$ cat config.mk
export PLATFORM = sky130hd
export DESIGN_NAME = vec_seq_gen
export DESIGN_NICKNAME = d
export VERILOG_FILES = /design/src/rtl/bool_sweep_pkg.sv /design/src/rtl/bool_sweep_checker_vec_seq_gen.sv
export SDC_FILE = /design/constraint.sdc
export NUM_CORES = 1
export LEC_CHECK = 0
export CAP_MARGIN = 10
export CORE_AREA = 4 4 41 43
export DETAILED_ROUTE_END_ITERATION = 6
export DIE_AREA = 0 0 45 47
export SETUP_SLACK_MARGIN = 0.05
export SKIP_LAST_GASP = 1
export SLEW_MARGIN = 20
export SYNTH_ARGS = -nofsm -noshare
export SYNTH_HDL_FRONTEND = slang
export SYNTH_SLANG_ARGS = --single-unit
$ cat constraint.sdc
create_clock -name clk -period 1.7 [get_ports clk]
set_input_delay 0.425 -clock clk [delete_from_list [all_inputs] [get_ports clk]]
set_output_delay 0.425 -clock clk [all_outputs]
set_load 0.01 [all_outputs]
$ cat src/rtl/bool_sweep_pkg.sv
// Shared types and helpers for the exhaustive boolean sweep checker.
package bool_sweep_pkg;

  typedef enum logic [1:0] {
    IDLE  = 2'd0,
    DRIVE = 2'd1,
    DONE  = 2'd2
  } state_t;

  // Ceiling log2; returns 0 for values <= 1.
  function automatic int unsigned clog2(input int unsigned value);
    int unsigned res;
    res = 0;
    for (int unsigned v = 1; v < value; v = v << 1) begin
      res = res + 1;
    end
    return res;
  endfunction

  function automatic logic [7:0] bin2gray(input logic [7:0] bin);
    return bin ^ (bin >> 1);
  endfunction

endpackage

$ cat src/rtl/bool_sweep_checker_vec_seq_gen.sv
// Hold counter and vector index for the sweep; GRAY_ORDER_EN selects Gray-coded vector output.
module vec_seq_gen
  import bool_sweep_pkg::*;
#(
  parameter int unsigned N_IN        = 3,
  parameter int unsigned HOLD_CYCLES = 4
) (
  input  logic            clk,
  input  logic            rst,
  input  logic            clear,
  input  logic            advance,
  output logic [N_IN-1:0] vec,
  output logic            sample_en,
  output logic            last
);

  localparam int unsigned CW = (HOLD_CYCLES > 1) ? clog2(HOLD_CYCLES) : 1;

  logic [CW-1:0]   hold_cnt;
  logic [N_IN-1:0] idx;
  logic            hold_end;

  assign hold_end  = (hold_cnt == CW'(HOLD_CYCLES - 1));
  assign sample_en = advance && hold_end;
  assign last      = (idx == '1);

  // Index returns to 0 after the terminal vector so the output idles at vector 0.
  always_ff @(posedge clk) begin
    if (rst || clear) begin
      hold_cnt <= '0;
      idx      <= '0;
    end else if (advance) begin
      if (hold_end) begin
        hold_cnt <= '0;
        idx      <= last ? '0 : idx + N_IN'(1);
      end else begin
        hold_cnt <= hold_cnt + CW'(1);
      end
    end
  end

`ifdef GRAY_ORDER_EN
  assign vec = N_IN'(bin2gray(8'(idx)));
`else
  assign vec = idx;
`endif

endmodule

-- After elaboration in Yosys (flattened, before gate mapping)
Cells that the tools add are included.
- register bits after elaboration: 5
- input bits: 4
- output and inout port bits: 5
- word-level logic and storage cells: 11
- $add $sub $neg: 2
- eq/ne operators: 2
- muxes and demuxes: 2
- reductions and logical operators: 3
- operator list (cell ; number):
    adder 3 x 1 -> 3 bit, second input constant ; 1
    == test 3 bit, second input constant ; 1
    2-to-1 mux 3 bit ; 1
    adder 2 x 1 -> 2 bit, second input constant ; 1
    == test 2 bit, second input constant ; 1
    2-to-1 mux 2 bit ; 1
    AND reduction 2 bit ; 1
    logical AND 1 bit ; 1
    logical OR 1 bit ; 1

-- Depth between registers and ports, before layout
Gate-level depths: netlist (run 1).
- depth in word-level cells: 2
- gate-level depth with buffers: 4
- mapped depth without buffers: 4

-- Least setup slack after synthesis (run 1)
No wires, ideal clock.
- path type: register to output
- start: register hold_cnt[0]
- end: output sample_en
- arrival: 0.765 ns
- data required time: 1.275 ns
- slack: 0.510 ns
- cell stages (with the launch flop): 3
- path buffers: 0
- cells stage by stage: dfxtp_1 -> ha_1 -> and2_1
- word-level cells in the longest chain between the ends: 2
- ends and longest elaborated chain (element ; line ; text):
    start, declared ; bool_sweep_checker_vec_seq_gen.sv:19 ; logic [CW-1:0] hold_cnt;
    start signal, assigned ; bool_sweep_checker_vec_seq_gen.sv:37 ; hold_cnt <= hold_cnt + CW'(1);
    == test 2 bit ; bool_sweep_checker_vec_seq_gen.sv:23 ; assign hold_end = (hold_cnt == CW'(HOLD_CYCLES - 1));
    logical AND 1 bit ; bool_sweep_checker_vec_seq_gen.sv:24 ; assign sample_en = advance && hold_end;
    end, declared ; bool_sweep_checker_vec_seq_gen.sv:13 ; output logic sample_en,
Every way passes these cells.

-- Worst setup path in the final report (run 1)
- start: register idx[1] (netlist: vec[1])
- end: output vec[1]
- RTL lines (element ; line ; text):
    start, declared ; bool_sweep_checker_vec_seq_gen.sv:20 ; logic [N_IN-1:0] idx;
    start signal, assigned ; bool_sweep_checker_vec_seq_gen.sv:35 ; idx <= last ? '0 : idx + N_IN'(1);
    end, declared ; bool_sweep_checker_vec_seq_gen.sv:12 ; output logic [N_IN-1:0] vec,
No word-level cell between the ends.

==> metrics.txt, run 1 <==
cells after synthesis=25; Slew Limit Headroom=0.921; #FFs+latches synth=5; R2R Path Start=hold_cnt[0]$_SDFFE_PP0P_; vias in the first global route=between 150 and 200; largest net degree at the start of global routing=10; fin worst setup slack=about 120 ps; Rows=13; Crit Path Max Fanout=3; status=completed; Setup-failing EPs final=0; Num CTS Buffers=3; First-pass DRT Iterations=4; Power Total=roughly 0.28 mW; final instance area=394 um^2; leak pwr=around 0.18 nW; worst path bufs/invs=1; synth warn=0; CP endpoint kind=output port; Clock Sinks=5; antenna fix cells=0; Final Hold Slack=approximately 500 ps; post-CTS setup repair buffer count=0; Die Ht=approximately 47 um; RSZ-0062 raised after global routing=false; global route hottest layer=met2; Worst VDD drop=roughly 0.00027 V; Starting Density=0.207; Post-Route WL=~560 um; Area Growth Syn to Fin=46.5%; antenna-violating nets left=0; worst setup path class=reg -> out; fmax=~630 MHz; DR vias=~230; max-slew violation count=0; final net count=between 40 and 50; port bufs=8; sequential fraction of the synthesis area=0.372; first-pass GRT wire length=738 um; Die ar.=approximately 2100 um^2; core area=~1300 um^2; hold path start=hold_cnt[1]$_SDFFE_PP0P_; Hold Fails Final Rpt=0; grt met2 use=0.0650; Mapped Area=about 270 um^2; global route total overflow=0; CTS tree=built; CP peak stage delay=roughly 550 ps; dpl hpwl=~420 um; met3 Use GR=0.0575; Setup WS pre-CTS=-260 ps; clk slew on worst S/H paths=40 ps; Tcrit/Tclk final=0.931; CTS HTree Levels=1; Clock Skew=between 2 and 3 ps; Root Buffer=clkbuf_4; Final Critical Period=1580 ps; PwrDens=708 nW/um^2; syn_nets=32; CTS Hold Bufs=0; Longest Clk Path Bufs=2; dpl cell area=roughly 380 um^2; Iter 0 DRT Violations=4; Hold Crit Class=reg -> reg; Reg2Reg Setup Slack=approximately 460 ps; Skew-Pair Late Insertion Delay=between 200 and 250 ps; Post-route DRC=0; I/O pin count=9; initial antenna violation count=0; actual slew at the worst max-slew pin=approximately 110 ps; Via density=roughly 4.3; Max-Cap Viols=0; Avg Inst Size Synth=10.8 um^2; GRT Total Usage=0.0562; die width=45 um; FF-to-FF path depth=4; average wire per standard cell=roughly 10 um; CP max-delay cell=clkdlybuf4s50_1; Startpoint Class=flop; Arr. time, crit path=between 1000 and 1500 ps; grt met1 use=0.0618; Endpoint, Worst Hold=hold_cnt[1]$_SDFFE_PP0P_; family with the most delay on the worst path=buffers and inverters; hold path cells=2; R2R Path End=hold_cnt[0]$_SDFFE_PP0P_; RD Place Congestion=0.598; Netlist cell types=15; CP cell instances=clkdlybuf4s50_1; fill count=~150; CP required=between 1000 and 1500 ps; layout cells sized above 1=0.333
==> report_power, final <==
| part | switching, mW | total (mW) | internal (mW) |
|---|---|---|---|
| combinational | 0.00798 | 0.0197 | 0.0118 |
| clock | 0.0501 | 0.139 | 0.0888 |
| sequential | 0.00103 | 0.120 | 0.119 |
==> stage by stage <==
step / cells / util / setup TNS (ps)
after global placement: 50 / 0.291 / -257
after floorplan: 25 / - / 0
after global routing: 54 / 0.303 / 0
after detailed placement: 50 / 0.291 / -260
after CTS: 54 / 0.311 / 0
final: 54 / 0.303 / 0
==> registers in the layout (all words and copies together) (netlist names) <==
signal    count
vec           3
hold_cnt      2
==> routing by layer <==
layer | vias up | part of all wire | wire length [um]
met5 | - | 0 | 0
met4 | 0 | 0.0071 | 4
met3 | 2 | 0.11 | 64
met2 | 9 | 0.40 | 223
met1 | 101 | 0.48 | 268
li1 | 120 | - | -
==> cell usage in the layout, fill, tap and decap left out, types with 2 or more instances in the layout <==
cell and n:
a21bo_2 3, clkdlybuf4s50_1 5, a21oi_1 3, dfxtp_1 5, clkbuf_4 3, clkbuf_2 2
ha_1 3, buf_4 3
==> final cells by class <==
type	count	area [um^2]	share of cell area
multi-input cells	19	158	0.400
flip-flops and latches	5	100	0.254
repair buffers	11	91.3	0.232
clock buffers	4	26.3	0.0667
well taps	15	18.8	0.0476
==> worst max path at each step <==
stage | start | endpoint | slack [ps] | cells past startpoint
final | vec[1]$_SDFFE_PP0P_ | vec[1] | 120 | 1
after global routing | vec[1]$_SDFFE_PP0P_ | vec[1] | 90 | 1
after CTS | advance | sample_en | 30 | 3
after detailed placement | advance | sample_en | -260 | 3
after global placement | advance | sample_en | -260 | 3
after floorplan | hold_cnt[0]$_SDFFE_PP0P_ | sample_en | 510 | 2
==> synth_stat cells <==
library cell,count,area share
nand3_1,1,0.019
mux2i_1,1,0.037
a21bo_2,3,0.11
nor2_1,1,0.014
and2_1,1,0.023
dfxtp_1,5,0.37
a21oi_2,1,0.033
ha_1,3,0.14
buf_6,1,0.042
nand4bb_1,1,0.042
nand4b_1,1,0.033
nand2b_1,1,0.023
or2_2,1,0.023
or3b_1,1,0.033
a21oi_1,3,0.056
==> worst register-to-register path, stage by stage (launching register included) <==
cell     delay (ps)
dfxtp_1         320
ha_1            220
buf_4           160
or3b_1          360
a21oi_2         110
==> what timing repair did <==
item,CTS,global route
resized for setup,5,2
setup endpoints to repair,3,2
gates cloned,0,0
==> logic make-up (layout without fill, tap and decap cells) <==
group,count (synthesis),in the layout,synth area share
AND/OR/NAND/NOR,8,8,0.209
multiplexers,1,1,0.0372
flip-flops,5,5,0.372
buffers and inverters,1,15,0.0419
adder cells (fa/ha/maj),3,3,0.140
AO/OA/AOI/OAI,7,7,0.200
(Power assumes the default switching activity.)
==> inputs of run 2 (changes only) <==
Clock period 1.7 ns to 1.4 ns, I/O delays scaled along.
==> metrics.txt, run 2 (same netlist as run 1, synthesis figures left out) <==
die width=45 um (unchanged); Reg area=106 um^2 (+6.3%); leak pwr=0.205 nW (+16%); sum of negative setup slack=0 ps (unchanged); hold path cells=2 (unchanged); antenna fix cells=0 (unchanged); Setup WS pre-CTS=-404 ps (-144 ps); hold path start=hold_cnt[1]$_SDFFE_PP0P_; Longest Clk Path Bufs=2 (unchanged); largest net degree at the start of global routing=10 (unchanged); initial antenna violation count=0 (unchanged); Multi-input gate area=185 um^2 (+17%); Die Ht=47 um (unchanged); Setup-failing EPs final=0 (unchanged); Slew Limit Headroom=0.911 (-0.00981); DR vias=245 (+5.6%); RD Place Congestion=0.595 (-0.54%); Iter 0 DRT Violations=3 (-1); R2R Path End=vec[1]$_SDFFE_PP0P_; Die ar.=2120 um^2 (unchanged); FF-to-FF path depth=5 (+1); actual slew at the worst max-slew pin=129 ps (+14.3 ps); antenna-violating nets left=0 (unchanged); I/O pin count=9 (unchanged); Skew-Pair Late Insertion Delay=240 ps (about the same); Post-route DRC=0 (unchanged); Endpoint, Worst Hold=hold_cnt[1]$_SDFFE_PP0P_; CP endpoint kind=output port; Post-Route WL=637 um (+14%); Arr. time, crit path=1030 ps (-130 ps); Crit Path Max Fanout=2 (-1); GRT Total Usage=0.0672 (+0.0110); vias in the first global route=232 (+37%); dpl hpwl=451 um (+6.0%); Worst VDD drop=0.000269 V (-0.37%); final net count=51 (+8.5%); grt met2 use=0.0960 (+0.0311); clk slew on worst S/H paths=50 ps (about the same); fill count=141 (-2.8%); Clock Skew=3.96 ps (+1.31 ps); status=completed; RSZ-0062 raised after global routing=true; Hold Fails Final Rpt=0 (unchanged); Hold Crit Class=reg -> reg; global route total overflow=0 (unchanged); fin worst setup slack=23.3 ps (-93.4 ps); layout cells sized above 1=0.581 (+0.248); core area=1300 um^2 (unchanged); fmax=726 MHz; CP max-delay cell=dfxtp_2; CP peak stage delay=320 ps (-230 ps); Area Growth Syn to Fin=71.2%; Startpoint Class=flop; most common cell after layout, fill and taps aside=buf_4; Starting Density=0.207 (unchanged); Clock Sinks=5 (unchanged); Via density=4.22 (-1.7%); R2R Path Start=vec[0]$_SDFFE_PP0P_; max reg flops=3 (unchanged); Reg2Reg Setup Slack=220 ps (-240 ps); grt met1 use=0.0753 (+0.0136); CP cell instances=ha_2 > ha_4 > buf_6; average wire per standard cell=11.0 um (+5.7%); met3 Use GR=0.0230 (-0.0345); CP required=1050 ps (-220 ps); Tcrit/Tclk final=0.983; global route hottest layer=met2; PwrDens=741 nW/um^2 (+4.8%); CTS Hold Bufs=0 (unchanged); worst setup path class=reg -> out; CTS HTree Levels=1 (unchanged); commonest cells after routing, fill and taps aside=buf_4, dfxtp_2, dlygate4sd2_1; Max-Cap Viols=0 (unchanged); port bufs=8 (unchanged); first-pass GRT wire length=938 um (+27%); max-slew violation count=0 (unchanged); Final Critical Period=approximately 1400 ps; Root Buffer=clkbuf_4; Num CTS Buffers=3 (unchanged); First-pass DRT Iterations=2 (-2); Rows=13 (unchanged); CTS tree=built
-- run 2: cell types whose count changed in the layout (fill, tap and decap cells not counted), moves of 2 or more --
cell / previous run / this run
clkdlybuf4s50_1: 5 / 2
dfxtp_2: 0 / 5
dfxtp_1: 5 / 0
ha_4: 0 / 2
dlygate4sd2_1: 1 / 4
clkbuf_2: 2 / 0
buf_4: 3 / 7
ha_1: 3 / 0
-- run 2: where the power goes --
group          leakage (nW)  internal [mW]  switching, mW
Clock                0.0150          0.108         0.0608
Combinational         0.148         0.0154         0.0104
Sequential           0.0429          0.145        0.00188
-- run 2: worst max-delay path by stage --
stage,start,endpoint,slack [ps],cells after the start
final,vec[0]$_SDFFE_PP0P_,last,20,3
after global routing,vec[0]$_SDFFE_PP0P_,last,6,3
after CTS,vec[0]$_SDFFE_PP0P_,last,-160,3
after detailed placement,advance,sample_en,-400,3
after global placement,advance,sample_en,-410,3
after floorplan,vec[0]$_SDFFE_PP0P_,vec[1]$_SDFFE_PP0P_,270,4
-- run 2: per-stage QoR --
| stage | util | total power [mW] | std cells | cell area [um^2] | hold WS [ps] |
|---|---|---|---|---|---|
| CTS | 0.338 | 0.349 | 58 | 440 | 531 |
| detailed placement | 0.314 | 0.174 | 54 | 409 | 492 |
| global route | 0.354 | 0.356 | 58 | 460 | 570 |
| floorplan | - | 0.162 | 25 | 269 | 465 |
| finish | 0.354 | 0.341 | 58 | 460 | 520 |
| global placement | 0.314 | 0.174 | 54 | 409 | 487 |
-- run 2: layout make-up --
cell class | count | share of cell area
Clock buffer | 4 | 0.0571
Multi-Input combinational cell | 19 | 0.402
Sequential cell | 5 | 0.231
Timing Repair Buffer | 15 | 0.269
Tap cell | 15 | 0.0408
-- run 2: timing repair --
item / 4_1_cts / 5_1_grt
resized for setup: 14 / 9
pin swaps: 1 / 2
setup buffers: 0 / 0
endpoints found under the setup margin: 5 / 2
-- run 2: per-layer routing --
| metal | share of wire | routed length, um | up-vias |
|---|---|---|---|
| met5 | 0 | 0 | - |
| met2 | 0.50 | 316 | 7 |
| met1 | 0.43 | 271 | 108 |
| li1 | - | - | 128 |
| met4 | 0.0063 | 4 | 0 |
| met3 | 0.071 | 45 | 2 |
-- run 2: worst max-delay path: cells and delay by family (launching register included) --
kind	cells	cell delay (ps)
buf+inv	1	110
fa+ha+maj	2	360
flops	1	320
==> inputs of run 3 (changes only) <==
Settings changed: CTS_CLUSTER_DIAMETER from default to 80, GPL_TIMING_DRIVEN from default to 0.
==> metrics.txt, run 3 (same netlist as run 1, synthesis figures left out) <==
Reg2Reg Setup Slack=370 ps (+150 ps); Skew-Pair Late Insertion Delay=240 ps (about the same); CP max-delay cell=dfxtp_2; Root Buffer=clkbuf_4; Longest Clk Path Bufs=2 (unchanged); Reg area=105 um^2 (-1.2%); I/O pin count=9 (unchanged); Post-Route WL=555 um (-13%); actual slew at the worst max-slew pin=117 ps (-12.1 ps); CTS HTree Levels=1 (unchanged); status=completed; CP peak stage delay=330 ps (about the same); Tcrit/Tclk final=0.970 (-0.0130); Crit Path Max Fanout=4 (+2); antenna-violating nets left=0 (unchanged); fill count=142 (+0.71%); Die ar.=2120 um^2 (unchanged); antenna fix cells=0 (unchanged); max reg flops=3 (unchanged); First-pass DRT Iterations=2 (unchanged); Hold Fails Final Rpt=0 (unchanged); Final Critical Period=1360 ps (-18.2 ps); clk slew on worst S/H paths=40 ps (about the same); most frequent CP cell=ha_4; final net count=46 (-9.8%); Clock Sinks=5 (unchanged); CP endpoint kind=output port; Die Ht=47 um (unchanged); Rows=13 (unchanged); layout cells sized above 1=0.526 (-0.0551); Hold Crit Class=in -> reg; CP cell instances=ha_4 > ha_4 > buf_6; Clock Skew=2.16 ps (-1.80 ps); grt met2 use=0.0621 (-0.0339); worst setup path class=reg -> out; most common cell after layout, fill and taps aside=dfxtp_2; global route hottest layer=met1; core area=1300 um^2 (unchanged); Max-Cap Viols=0 (unchanged); final instance area=434 um^2 (-5.7%); Iter 0 DRT Violations=2 (-1); placed cells=47 (-13%); PwrDens=782 nW/um^2 (+5.4%); Area Growth Syn to Fin=61.4%; first-pass GRT wire length=793 um (-15%); fmax=736 MHz (+1.3%); GRT Total Usage=0.0616 (-0.00564); Final Non-Filler Cells=53 (-8.6%); RD Place Congestion=0.629 (+5.7%); DR vias=232 (-5.3%); largest net degree at the start of global routing=11 (+1); Num CTS Buffers=3 (unchanged); Starting Density=0.207 (unchanged); leak pwr=0.178 nW (-13%); Startpoint Class=flop; port bufs=7 (-1); Post-route DRC=0 (unchanged); initial antenna violation count=0 (unchanged); CTS Hold Bufs=0 (unchanged); dpl cell area=358 um^2 (-13%); Arr. time, crit path=1010 ps (-20 ps); Via density=4.38 (+3.6%); CP required=1050 ps (about the same); CTS tree=built; Setup-failing EPs final=0 (unchanged); Worst VDD drop=0.000344 V (+28%); global route total overflow=0 (unchanged); vias in the first global route=171 (-26%); grt met1 use=0.0727 (-0.00262); Slew Limit Headroom=0.920 (+0.00832); Power Total=0.339 mW (-0.58%); max-slew violation count=0 (unchanged); average wire per standard cell=10.5 um (-4.7%); Multi-input gate area=195 um^2 (+5.4%); die width=45 um (unchanged); RSZ-0062 raised after global routing=true; met3 Use GR=0.0575 (+0.0345); post-layout util=0.334 (-0.0202)
## run 3: cell count changes in the layout (fill, tap and decap cells not counted), sizes merged
cell         before  now
dlygate4sd2       4    3
clkbuf            4    5
buf               9    4
## run 3: timing repair
item | in CTS | in global routing
resized for setup | 18 | 3
pin swaps | 1 | 0
setup endpoints to repair | 5 | 2
buffers inserted | 0 | 2
## run 3: power by group
part           switching (mW)  internal (mW)  total [mW]  leakage, nW
Combinational         0.00932         0.0136      0.0229        0.121
Clock                  0.0614          0.108       0.169       0.0150
Sequential            0.00202          0.145       0.147       0.0424
## run 3: area by class of cell
type | count | area share
clock buffer | 4 | 0.0605
timing repair buffer | 9 | 0.179
sequential | 5 | 0.242
tap | 15 | 0.0432
multi-input combinational | 19 | 0.450
buffer | 1 | 0.0259
## run 3: metal layers
metal / share of wire / vias to the layer above
li1: - / 117
met1: 0.45 / 104
met2: 0.42 / 9
met3: 0.11 / 2
met4: 0.020 / 0
met5: 0 / -
## run 3: final timing paths
check	startpoint	endpoint	depth (start not counted)
max	vec[0]$_SDFFE_PP0P_	last	3
min	advance	hold_cnt[1]$_SDFFE_PP0P_	3
max reg2reg	hold_cnt[0]$_SDFFE_PP0P_	vec[2]$_SDFFE_PP0P_	4
min reg2reg	hold_cnt[0]$_SDFFE_PP0P_	hold_cnt[0]$_SDFFE_PP0P_	2
## run 3: critical path, delay by kind of cell (launching register included)
family                     cells  cell delay (ps)
adders and majority gates      2              310
buffers and inverters          1              110
DFF                            1              330
## run 3: stage by stage
stage          TNS (ps)  setup slack [ps]  hold slack [ps]
2_1_floorplan         0               274              465
3_3_place_gp       -471              -293              480
3_5_place_dp       -452              -288              491
4_1_cts            -104             -96.3              395
5_1_grt           -18.2             -13.7              404
6_report              0              41.5              399
